### config.mk
export PLATFORM = sky130hd
export DESIGN_NAME = gpio_irq_controller
export DESIGN_NICKNAME = d
export VERILOG_FILES = /design/src/rtl/gpio_irq_controller.sv
export SDC_FILE = /design/constraint.sdc
export NUM_CORES = 1
export LEC_CHECK = 0
export ABC_AREA = 0
export ABC_CLOCK_PERIOD_IN_PS = 8020
export BUFFER_PORTS_ARGS = -buffer_cell sky130_fd_sc_hd__buf_2
export CAP_MARGIN = 25
export CELL_PAD_IN_SITES_DETAIL_PLACEMENT = 1
export CELL_PAD_IN_SITES_GLOBAL_PLACEMENT = 2
export CORE_AREA = 2 2 90 179
export DETAILED_ROUTE_END_ITERATION = 10
export DIE_AREA = 0 0 92 181
export GPL_TIMING_DRIVEN = 0
export PLACE_DENSITY_LB_ADDON = 0.3
export SYNTH_ARGS = -nofsm -noshare
export SYNTH_HDL_FRONTEND = slang
export SYNTH_SLANG_ARGS = --single-unit
### constraint.sdc
create_clock -name clk -period 8.02 [get_ports clk]
set_input_delay 0.802 -clock clk [delete_from_list [all_inputs] [get_ports clk]]
set_output_delay 0.802 -clock clk [all_outputs]
set_load 0.05 [all_outputs]
### src/rtl/gpio_irq_controller.sv
// Memory-mapped GPIO block: byte-enabled output register with set/clear aliases,
// synchronised inputs with per-bit edge detection, sticky W1C status and a level irq.
module gpio_irq_controller #(
    parameter int          OUT_WIDTH   = 18,
    parameter int          IN_WIDTH    = 12,
    parameter logic [19:0] BASE_PAGE   = 20'h00001,
    parameter int          SYNC_STAGES = 2
) (
    input  logic                 clk,
    input  logic                 rst,
    input  logic                 data_req,
    input  logic                 data_we,
    input  logic [3:0]           data_be,
    input  logic [31:0]          data_addr,
    input  logic [31:0]          data_wdata,
    output logic                 data_gnt,
    output logic                 data_rvalid,
    output logic [31:0]          data_rdata,
    output logic [OUT_WIDTH-1:0] gpio_out,
    input  logic [IN_WIDTH-1:0]  gpio_in,
    output logic                 irq
);

    localparam logic [9:0] A_IN      = 10'd0;
    localparam logic [9:0] A_OUT     = 10'd1;
    localparam logic [9:0] A_SET     = 10'd2;
    localparam logic [9:0] A_CLR     = 10'd3;
    localparam logic [9:0] A_RISE    = 10'd4;
    localparam logic [9:0] A_FALL    = 10'd5;
    localparam logic [9:0] A_STATUS  = 10'd6;
    localparam logic [9:0] A_IRQ_EN  = 10'd7;

    logic [SYNC_STAGES-1:0][IN_WIDTH-1:0] r_sync;
    logic [IN_WIDTH-1:0]  r_sync_prev;
    logic [IN_WIDTH-1:0]  r_rise_en;
    logic [IN_WIDTH-1:0]  r_fall_en;
    logic [IN_WIDTH-1:0]  r_status;
    logic [IN_WIDTH-1:0]  r_irq_en;
    logic [OUT_WIDTH-1:0] r_out;
    logic                 r_gnt;
    logic                 r_rvalid;
    logic [31:0]          r_rdata;

    logic                 w_decode;
    logic                 w_accept;
    logic                 w_wr;
    logic                 w_rd;
    logic [9:0]           w_sel;
    logic [31:0]          w_bmask;
    logic [31:0]          w_wmask;
    logic [31:0]          w_rdata;
    logic [IN_WIDTH-1:0]  w_sync_in;
    logic [IN_WIDTH-1:0]  w_event;
    logic [IN_WIDTH-1:0]  w_status_nxt;
    logic                 w_unused;

    assign w_decode = (data_addr[31:12] == BASE_PAGE);
    assign w_sel    = data_addr[11:2];
    // Blocking on r_gnt forces a one-cycle gap between back-to-back grants.
    assign w_accept = data_req & w_decode & ~r_gnt;
    assign w_wr     = w_accept & data_we;
    assign w_rd     = w_accept & ~data_we;
    assign w_bmask  = {{8{data_be[3]}}, {8{data_be[2]}}, {8{data_be[1]}}, {8{data_be[0]}}};
    assign w_wmask  = data_wdata & w_bmask;
    assign w_unused = &{1'b0, data_addr[1:0]};

    assign w_sync_in = r_sync[SYNC_STAGES-1];
    assign w_event   = (w_sync_in & ~r_sync_prev & r_rise_en) |
                       (~w_sync_in & r_sync_prev & r_fall_en);

    always_comb begin
        w_rdata = '0;
        case (w_sel)
            A_IN:     w_rdata = 32'(w_sync_in);
            A_OUT:    w_rdata = 32'(r_out);
            A_RISE:   w_rdata = 32'(r_rise_en);
            A_FALL:   w_rdata = 32'(r_fall_en);
            A_STATUS: w_rdata = 32'(r_status);
            A_IRQ_EN: w_rdata = 32'(r_irq_en);
            default:  w_rdata = '0;
        endcase
    end

    // New edges are OR-ed in after the clear so a coincident event survives the W1C.
    always_comb begin
        w_status_nxt = r_status | w_event;
        if (w_wr && (w_sel == A_STATUS))
            w_status_nxt = (r_status & ~IN_WIDTH'(w_wmask)) | w_event;
    end

    always_ff @(posedge clk or posedge rst) begin
        if (rst) begin
            r_sync      <= '0;
            r_sync_prev <= '0;
        end else begin
            r_sync      <= {r_sync[SYNC_STAGES-2:0], gpio_in};
            r_sync_prev <= w_sync_in;
        end
    end

    always_ff @(posedge clk or posedge rst) begin
        if (rst) begin
            r_gnt     <= 1'b0;
            r_rvalid  <= 1'b0;
            r_rdata   <= '0;
            r_out     <= '0;
            r_rise_en <= '0;
            r_fall_en <= '0;
            r_status  <= '0;
            r_irq_en  <= '0;
        end else begin
            r_gnt    <= w_accept;
            r_rvalid <= r_gnt;
            r_status <= w_status_nxt;
            if (w_rd)
                r_rdata <= w_rdata;
            if (w_wr) begin
                case (w_sel)
                    A_OUT:    r_out     <= OUT_WIDTH'((32'(r_out) & ~w_bmask) | w_wmask);
                    A_SET:    r_out     <= OUT_WIDTH'(32'(r_out) | w_wmask);
                    A_CLR:    r_out     <= OUT_WIDTH'(32'(r_out) & ~w_wmask);
                    A_RISE:   r_rise_en <= IN_WIDTH'((32'(r_rise_en) & ~w_bmask) | w_wmask);
                    A_FALL:   r_fall_en <= IN_WIDTH'((32'(r_fall_en) & ~w_bmask) | w_wmask);
                    A_IRQ_EN: r_irq_en  <= IN_WIDTH'((32'(r_irq_en) & ~w_bmask) | w_wmask);
                    default:  ;
                endcase
            end
        end
    end

    assign data_gnt    = r_gnt;
    assign data_rvalid = r_rvalid;
    assign data_rdata  = r_rdata;
    assign gpio_out    = r_out;
    assign irq         = |(r_status & r_irq_en);

endmodule

==> results of run 1 <==
==> per-layer routing <==
metal  part of all wire [%]  routed length, µm  track usage [%]
met1                     36               6420             23.6
met2                     56               9920             41.4
met3                    4.4                784             4.34
met4                    3.9                692             10.6
met5                      0                  0                0
==> worst paths after layout <==
check,endpoint,from,depth (start not counted)
max,irq,r_status[4],4
min,w_sync_in[11],r_sync[11],0
max reg2reg,r_status[8],data_gnt,6
min reg2reg,w_sync_in[11],r_sync[11],0
max in group asynchronous,gpio_out[11],rst,3
min in group asynchronous,r_sync[0],rst,2
==> through the flow <==
| stage | setup slack (ns) | cells | hold WS [ns] | cell area [µm²] | util (%) |
|---|---|---|---|---|---|
| after floorplan | 3.98 | 464 | 0.331 | 5750 | - |
| final | 5.26 | 799 | 0.345 | 7140 | 46.9 |
| after detailed placement | 4.86 | 767 | 0.336 | 6550 | 43.0 |
| after CTS | 5.26 | 799 | 0.348 | 7140 | 46.9 |
| after global routing | 5.19 | 799 | 0.356 | 7140 | 46.9 |
| after global placement | 2.58 | 766 | 0.332 | 6510 | 42.8 |
==> cells by family (layout without fill, tap and decap cells) <==
family                 Yosys count  in the layout  share of synthesized area, %
XOR/XNOR                        16             16                          2.46
AND/OR/NAND/NOR                108            108                          13.1
multiplexers                    60             60                          14.0
buffers and inverters           54            191                          4.85
AO/OA/AOI/OAI                   90             90                          11.9
other                            1             14                        0.0658
flip-flops                     122            122                          53.6
==> cells in the mapped netlist, types with 2 or more instances <==
cell / instances
a41oi_1: 16
dfrtp_1: 122
nor4bb_1: 3
nand4_1: 4
xnor2_1: 16
o21ai_0: 13
o211ai_1: 12
mux2i_1: 12
nor4b_1: 3
nand3b_1: 13
nand3_1: 16
nand2_1: 22
nor4_2: 2
mux2_2: 36
nor3_2: 4
nor3_4: 3
nor4b_2: 2
nand2b_1: 3
and3_1: 3
o31ai_1: 13
or3_1: 2
nor4_1: 5
a22o_1: 3
and2_1: 2
mux4_2: 12
nor3_1: 3
a222oi_1: 12
clkbuf_1: 12
nor3b_1: 3
and4_1: 3
a31oi_1: 17
inv_1: 13
nor2b_1: 2
a221oi_1: 3
nor2_1: 5
buf_4: 15
buf_2: 14
==> worst reg2reg max path, delay by kind of cell, from the launching register on <==
family / cells / cell delay (ns)
buf+inv: 2 / 0.72
compound gates: 2 / 0.53
simple gates: 2 / 0.45
flops: 1 / 0.40
==> where the power goes <==
part | internal, mW | leakage (nW) | switching (mW) | total [mW]
Combinational | 0.0353 | 1.41 | 0.0659 | 0.101
Sequential | 0.625 | 1.50 | 0.00637 | 0.632
Clock | 0.480 | 0.285 | 0.280 | 0.760
==> area by class of cell <==
class | instances | area, µm²
Fill cell | 1671 | 8080
Sequential cell | 122 | 3050
Multi-Input combinational cell | 288 | 2420
Timing Repair Buffer | 105 | 548
Clock buffer | 21 | 470
Tap cell | 198 | 248
Buffer | 41 | 228
Clock inverter | 11 | 120
Inverter | 13 | 53.8
==> out/metrics.yaml, run 1 <==
status:
  status: "finished, final reports clean"
synth:
  synth_top_area_cell: "dfrtp_1"
  yosysWarnings: 0
  ys_seq_elements: 122
  avgSynthCellArea_um2: 12.6
  synth_area_leaders: "dfrtp_1, mux2_2, mux4_2"
  synthArstFlopShare_pct: 100
  synth_area_um2: 5700
  synthCells: 451
  synth_top_cell_area_share_pct: 53.6
  ys_types: 44
  ys.flop_type: "dfrtp_1"
  synth-edff-count: 0
  seq_area_frac_synth_pct: 53.6
sta:
  finClkSkew_ns: 0.00536
  tns_ns: 0
  finalHoldViolCount: 0
  timing.fmax_mhz: 363
  drv_slew: 0
  period_needed_ns: 2.76
  worst_slew_pin_slew_ns: 0.848
  relSlewSlack_pct: 42.9
  fin_crit_sh_pct: 34.4
  rsz0062_at_grt: "no"
  finalSetupViolations: 0
global_routing:
  grt_max_degree: 79
  grt_overflow: 0
  grt_pass1_wl_um: 28100
  gr-usage-all-layers_pct: 22.3
  antenna_found_initial: 0
  first_global_vias: 5022
setup_path:
  crit_buf_inv: 1
  worstPathArrival_ns: 1.95
  cp_top_family: "compound AO/OA/AOI/OAI gates"
  worst_path_max_delay_cell: "a221oi_1"
  cp-start-kind: "flip-flop"
  path_max_fanout: 3
  reg2reg_slack_ns: 5.78
  crit_path_max_incr_delay_ns: 0.43
  required_ns: 7.22
  crit_chain: "a22o_1 -> a221oi_1 -> nand3_1 -> buf_2"
  critPathKind: "flip-flop to output port"
  endpoint_kind: "output port"
final_layout:
  final_cell_mix: "dfrtp_1, buf_2, mux2_2"
  drive_above_1_share_pct: 38.3
  final_common_cell: "dfrtp_1"
  antenna_cells: 0
  nNetsFinal: 672
  syn2layout_area_growth_pct: 25.3
clock_tree:
  numCtsBuffers: 17
  postCtsHoldBufs: 0
  cts_setup_buffers: 0
  cts_root_buffer: "clkbuf_16"
  cts_tree: "built"
  clockBufferDepth: 2
  clk_pin_slew_worst_paths_ns: 0.05
  clock_latency_ns: 0.42
  cts_sinks: 122
  cts_resized: 0
  htreeDepth: 4
routing:
  ant_nets: 0
  wl_per_cell_um: 22.3
  routed_wl_um: 17800
  dr.pass1.iters: 8
  drc_errors: 0
  vias: 4448
  drt_iter0_markers: 267
  vias_per_cell: 5.57
power_and_ir_drop:
  power.leakage_nw: 3.19
  ir_drop_mv: 0.145
  cellPowerDensity_nw_per_um2: 209
  power_mw: 1.49
die:
  die_h_um: 181
  ios: 137
  die_area_um2: 16700
  rows: 64
  die_w_um: 92
  core_area_um2: 15200
  initial_core_util_pct: 37.4
hold_path:
  hp-class: "flip-flop to flip-flop"
placement:
  io_buffers: 104
  place.gp.congestion: 0.824
  dp_hpwl_um: 13200
flow_run:
  drv_cap: 0
Note: power is estimated with default switching activity, not from simulation.
==> inputs of run 2 (changes only) <==
--- a/config.mk
+++ b/config.mk
@@ -6,14 +6,14 @@
 export NUM_CORES = 1
 export LEC_CHECK = 0
 export ABC_AREA = 0
-export ABC_CLOCK_PERIOD_IN_PS = 8020
+export ABC_CLOCK_PERIOD_IN_PS = 2400
 export BUFFER_PORTS_ARGS = -buffer_cell sky130_fd_sc_hd__buf_2
 export CAP_MARGIN = 25
 export CELL_PAD_IN_SITES_DETAIL_PLACEMENT = 1
 export CELL_PAD_IN_SITES_GLOBAL_PLACEMENT = 2
-export CORE_AREA = 2 2 90 179
+export CORE_AREA = 2 2 98 194
 export DETAILED_ROUTE_END_ITERATION = 10
-export DIE_AREA = 0 0 92 181
+export DIE_AREA = 0 0 100 196
 export GPL_TIMING_DRIVEN = 0
 export PLACE_DENSITY_LB_ADDON = 0.3
 export SYNTH_ARGS = -nofsm -noshare
==> constraint.sdc (replaced) <==
create_clock -name clk -period 2.4 [get_ports clk]
set_input_delay 0.24 -clock clk [delete_from_list [all_inputs] [get_ports clk]]
set_output_delay 0.24 -clock clk [all_outputs]
set_load 0.05 [all_outputs]
==> out/metrics.yaml, run 2 (same netlist as run 1, synthesis figures left out) <==
routing:
  vias_per_cell: 5.47
  dr.pass1.iters: 5
  drc_errors: 0
  vias: 4544
  ant_nets: 0
  wl_per_cell_um: 22.5
  routed_wl_um: 18600
  drt_iter0_markers: 234
die:
  rows: 70
  ios: 137
  die_w_um: 100
  die_h_um: 196
  initial_core_util_pct: 31.3
  core_area_um2: 18200
  die_area_um2: 19600
final_layout:
  postLayoutCoreUtil_pct: 39.9
  final_common_cell: "dfrtp_1"
  antenna_cells: 0
  final_cell_mix: "dfrtp_1, buf_2, mux2_2"
  syn2layout_area_growth_pct: 27.5
  nNetsFinal: 686
  instances_no_fill: 830
  drive_above_1_share_pct: 37.5
power_and_ir_drop:
  p_seq_share_pct: 43.9
  swShare_pct: 23.9
  intPower_mw: 3.66
  ir_drop_mv: 0.448
  cellPowerDensity_nw_per_um2: 662
  clkPwrFrac_pct: 48.6
  comb_power_share_pct: 7.5
  power.switching_mw: 1.15
  power.leakage_nw: 3.24
setup_path:
  path_max_fanout: 3
  worstPathArrival_ns: 2.02
  required_ns: 2.16
  cp-start-kind: "flip-flop"
  crit_path_max_incr_delay_ns: 0.44
  critPathKind: "flip-flop to output port"
  ff2ff_path_depth: 5
  reg2reg_from: "data_gnt"
  crit_chain: "a22o_1 -> a221oi_1 -> nand3_1 -> buf_2"
  endpoint_kind: "output port"
  worst_path_max_delay_cell: "a221oi_1"
  reg2reg_slack_ns: 0.19
  crit_start: "r_status[4]"
global_routing:
  grt_pass1_wl_um: 29100
  grt_max_degree: 45
  met3_usage_pct: 3.81
  globalRouteMet1Util_pct: 20.0
  grt.busiest_layer: "met2"
  antenna_found_initial: 0
  first_global_vias: 5110
  grt_use_met2_pct: 37.7
  gr-usage-all-layers_pct: 19.9
  grt_overflow: 0
sta:
  finalHoldViolCount: 0
  period_needed_ns: 2.26
  drv_slew: 0
  fin_crit_sh_pct: 94.3
  finalSetupViolations: 0
  timing.fmax_mhz: 442
  rsz0062_at_grt: "no"
  relSlewSlack_pct: 39.6
  finClkSkew_ns: 0.00838
  worst_slew_pin_slew_ns: 0.906
clock_tree:
  htreeDepth: 4
  clk_pin_slew_worst_paths_ns: 0.06
  clockBufferDepth: 2
  cts_sinks: 122
  cts_tree: "built"
  cts_root_buffer: "clkbuf_16"
  clock_latency_ns: 0.42
  numCtsBuffers: 17
flow_run:
  drv_cap: 0
placement:
  io_buffers: 104
  post-place-cells: 787
  place.gp.congestion: 0.812
  dp_hpwl_um: 13800
hold_path:
  hp-class: "primary input to flip-flop"
  hold_end: "gpio_out[16]"
  hold_path_depth: 3
  holdCritStartpoint: "data_wdata[16]"
status:
  status: "finished, final reports clean"
## run 2: changes by cell type in the layout (fill, tap and decap cells not counted), sizes merged
cell         change
buf              +1
clkbuf           +1
bufinv           -1
inv              -1
dlygate4sd3     +13
## run 2: power by group through the flow
stage	Clock, mW	Combinational [mW]	Sequential (mW)
detailed placement	0	0.345	2.15
finish	2.34	0.359	2.11
floorplan	0	0.200	2.14
global route	2.50	0.391	2.11
global placement	0	0.323	2.14
CTS	2.39	0.363	2.11
## run 2: critical path, delay by kind of cell, from the launching register on
kind            cells  cell delay, ns
compound gates      2            0.71
buf+inv             1            0.26
flops               1            0.42
simple gates        1            0.22
## run 2: timing repair
| item | in CTS | in global routing |
|---|---|---|
| pin swaps | 0 | 0 |
| endpoints found under the hold margin | 21 | 0 |
| setup endpoints to repair | 2 | 5 |
| buffers inserted | 0 | 0 |
| gates resized for setup | 2 | 1 |
| hold buffers | 13 | 0 |
## run 2: routing by layer
layer / share of wire [%] / vias up
met5: 0 / -
met4: 3.9 / 0
met3: 4.8 / 43
met2: 56 / 167
met1: 35 / 2321
li1: - / 2013
## run 2: layout make-up
cell class                      instances  area [µm²]
Clock inverter                          9        75.1
Buffer                                 40         228
Tap cell                              216         270
Timing Repair Buffer                  120         711
Inverter                               13        52.6
Clock buffer                           22         454
Sequential cell                       122        3050
Multi-Input combinational cell        288        2420
Fill cell                            2013       11000
## run 2: per-stage QoR
| step | total power, mW | setup WS [ns] | hold WS (ns) | setup TNS (ns) | cell area [µm²] |
|---|---|---|---|---|---|
| after CTS | 4.87 | 0.0650 | 0.0913 | 0 | 7270 |
| after detailed placement | 2.49 | -0.153 | 0.218 | -1.19 | 6600 |
| after global routing | 5.00 | 0.0408 | 0.119 | 0 | 7260 |
| final | 4.81 | 0.136 | 0.111 | 0 | 7260 |
| after global placement | 2.47 | -0.121 | 0.333 | -13.57 | 6540 |
| after floorplan | 2.34 | 0.376 | 0.271 | 0 | 5750 |
## run 2: worst max path at each step
stage / to / slack [ns]
2_1_floorplan: flip-flop / 0.38
3_3_place_gp: data_rdata[12] / -0.12
3_5_place_dp: data_rdata[9] / -0.15
4_1_cts: r_status[10] / 0.06
5_1_grt: r_status[11] / 0.04
6_report: irq / 0.14
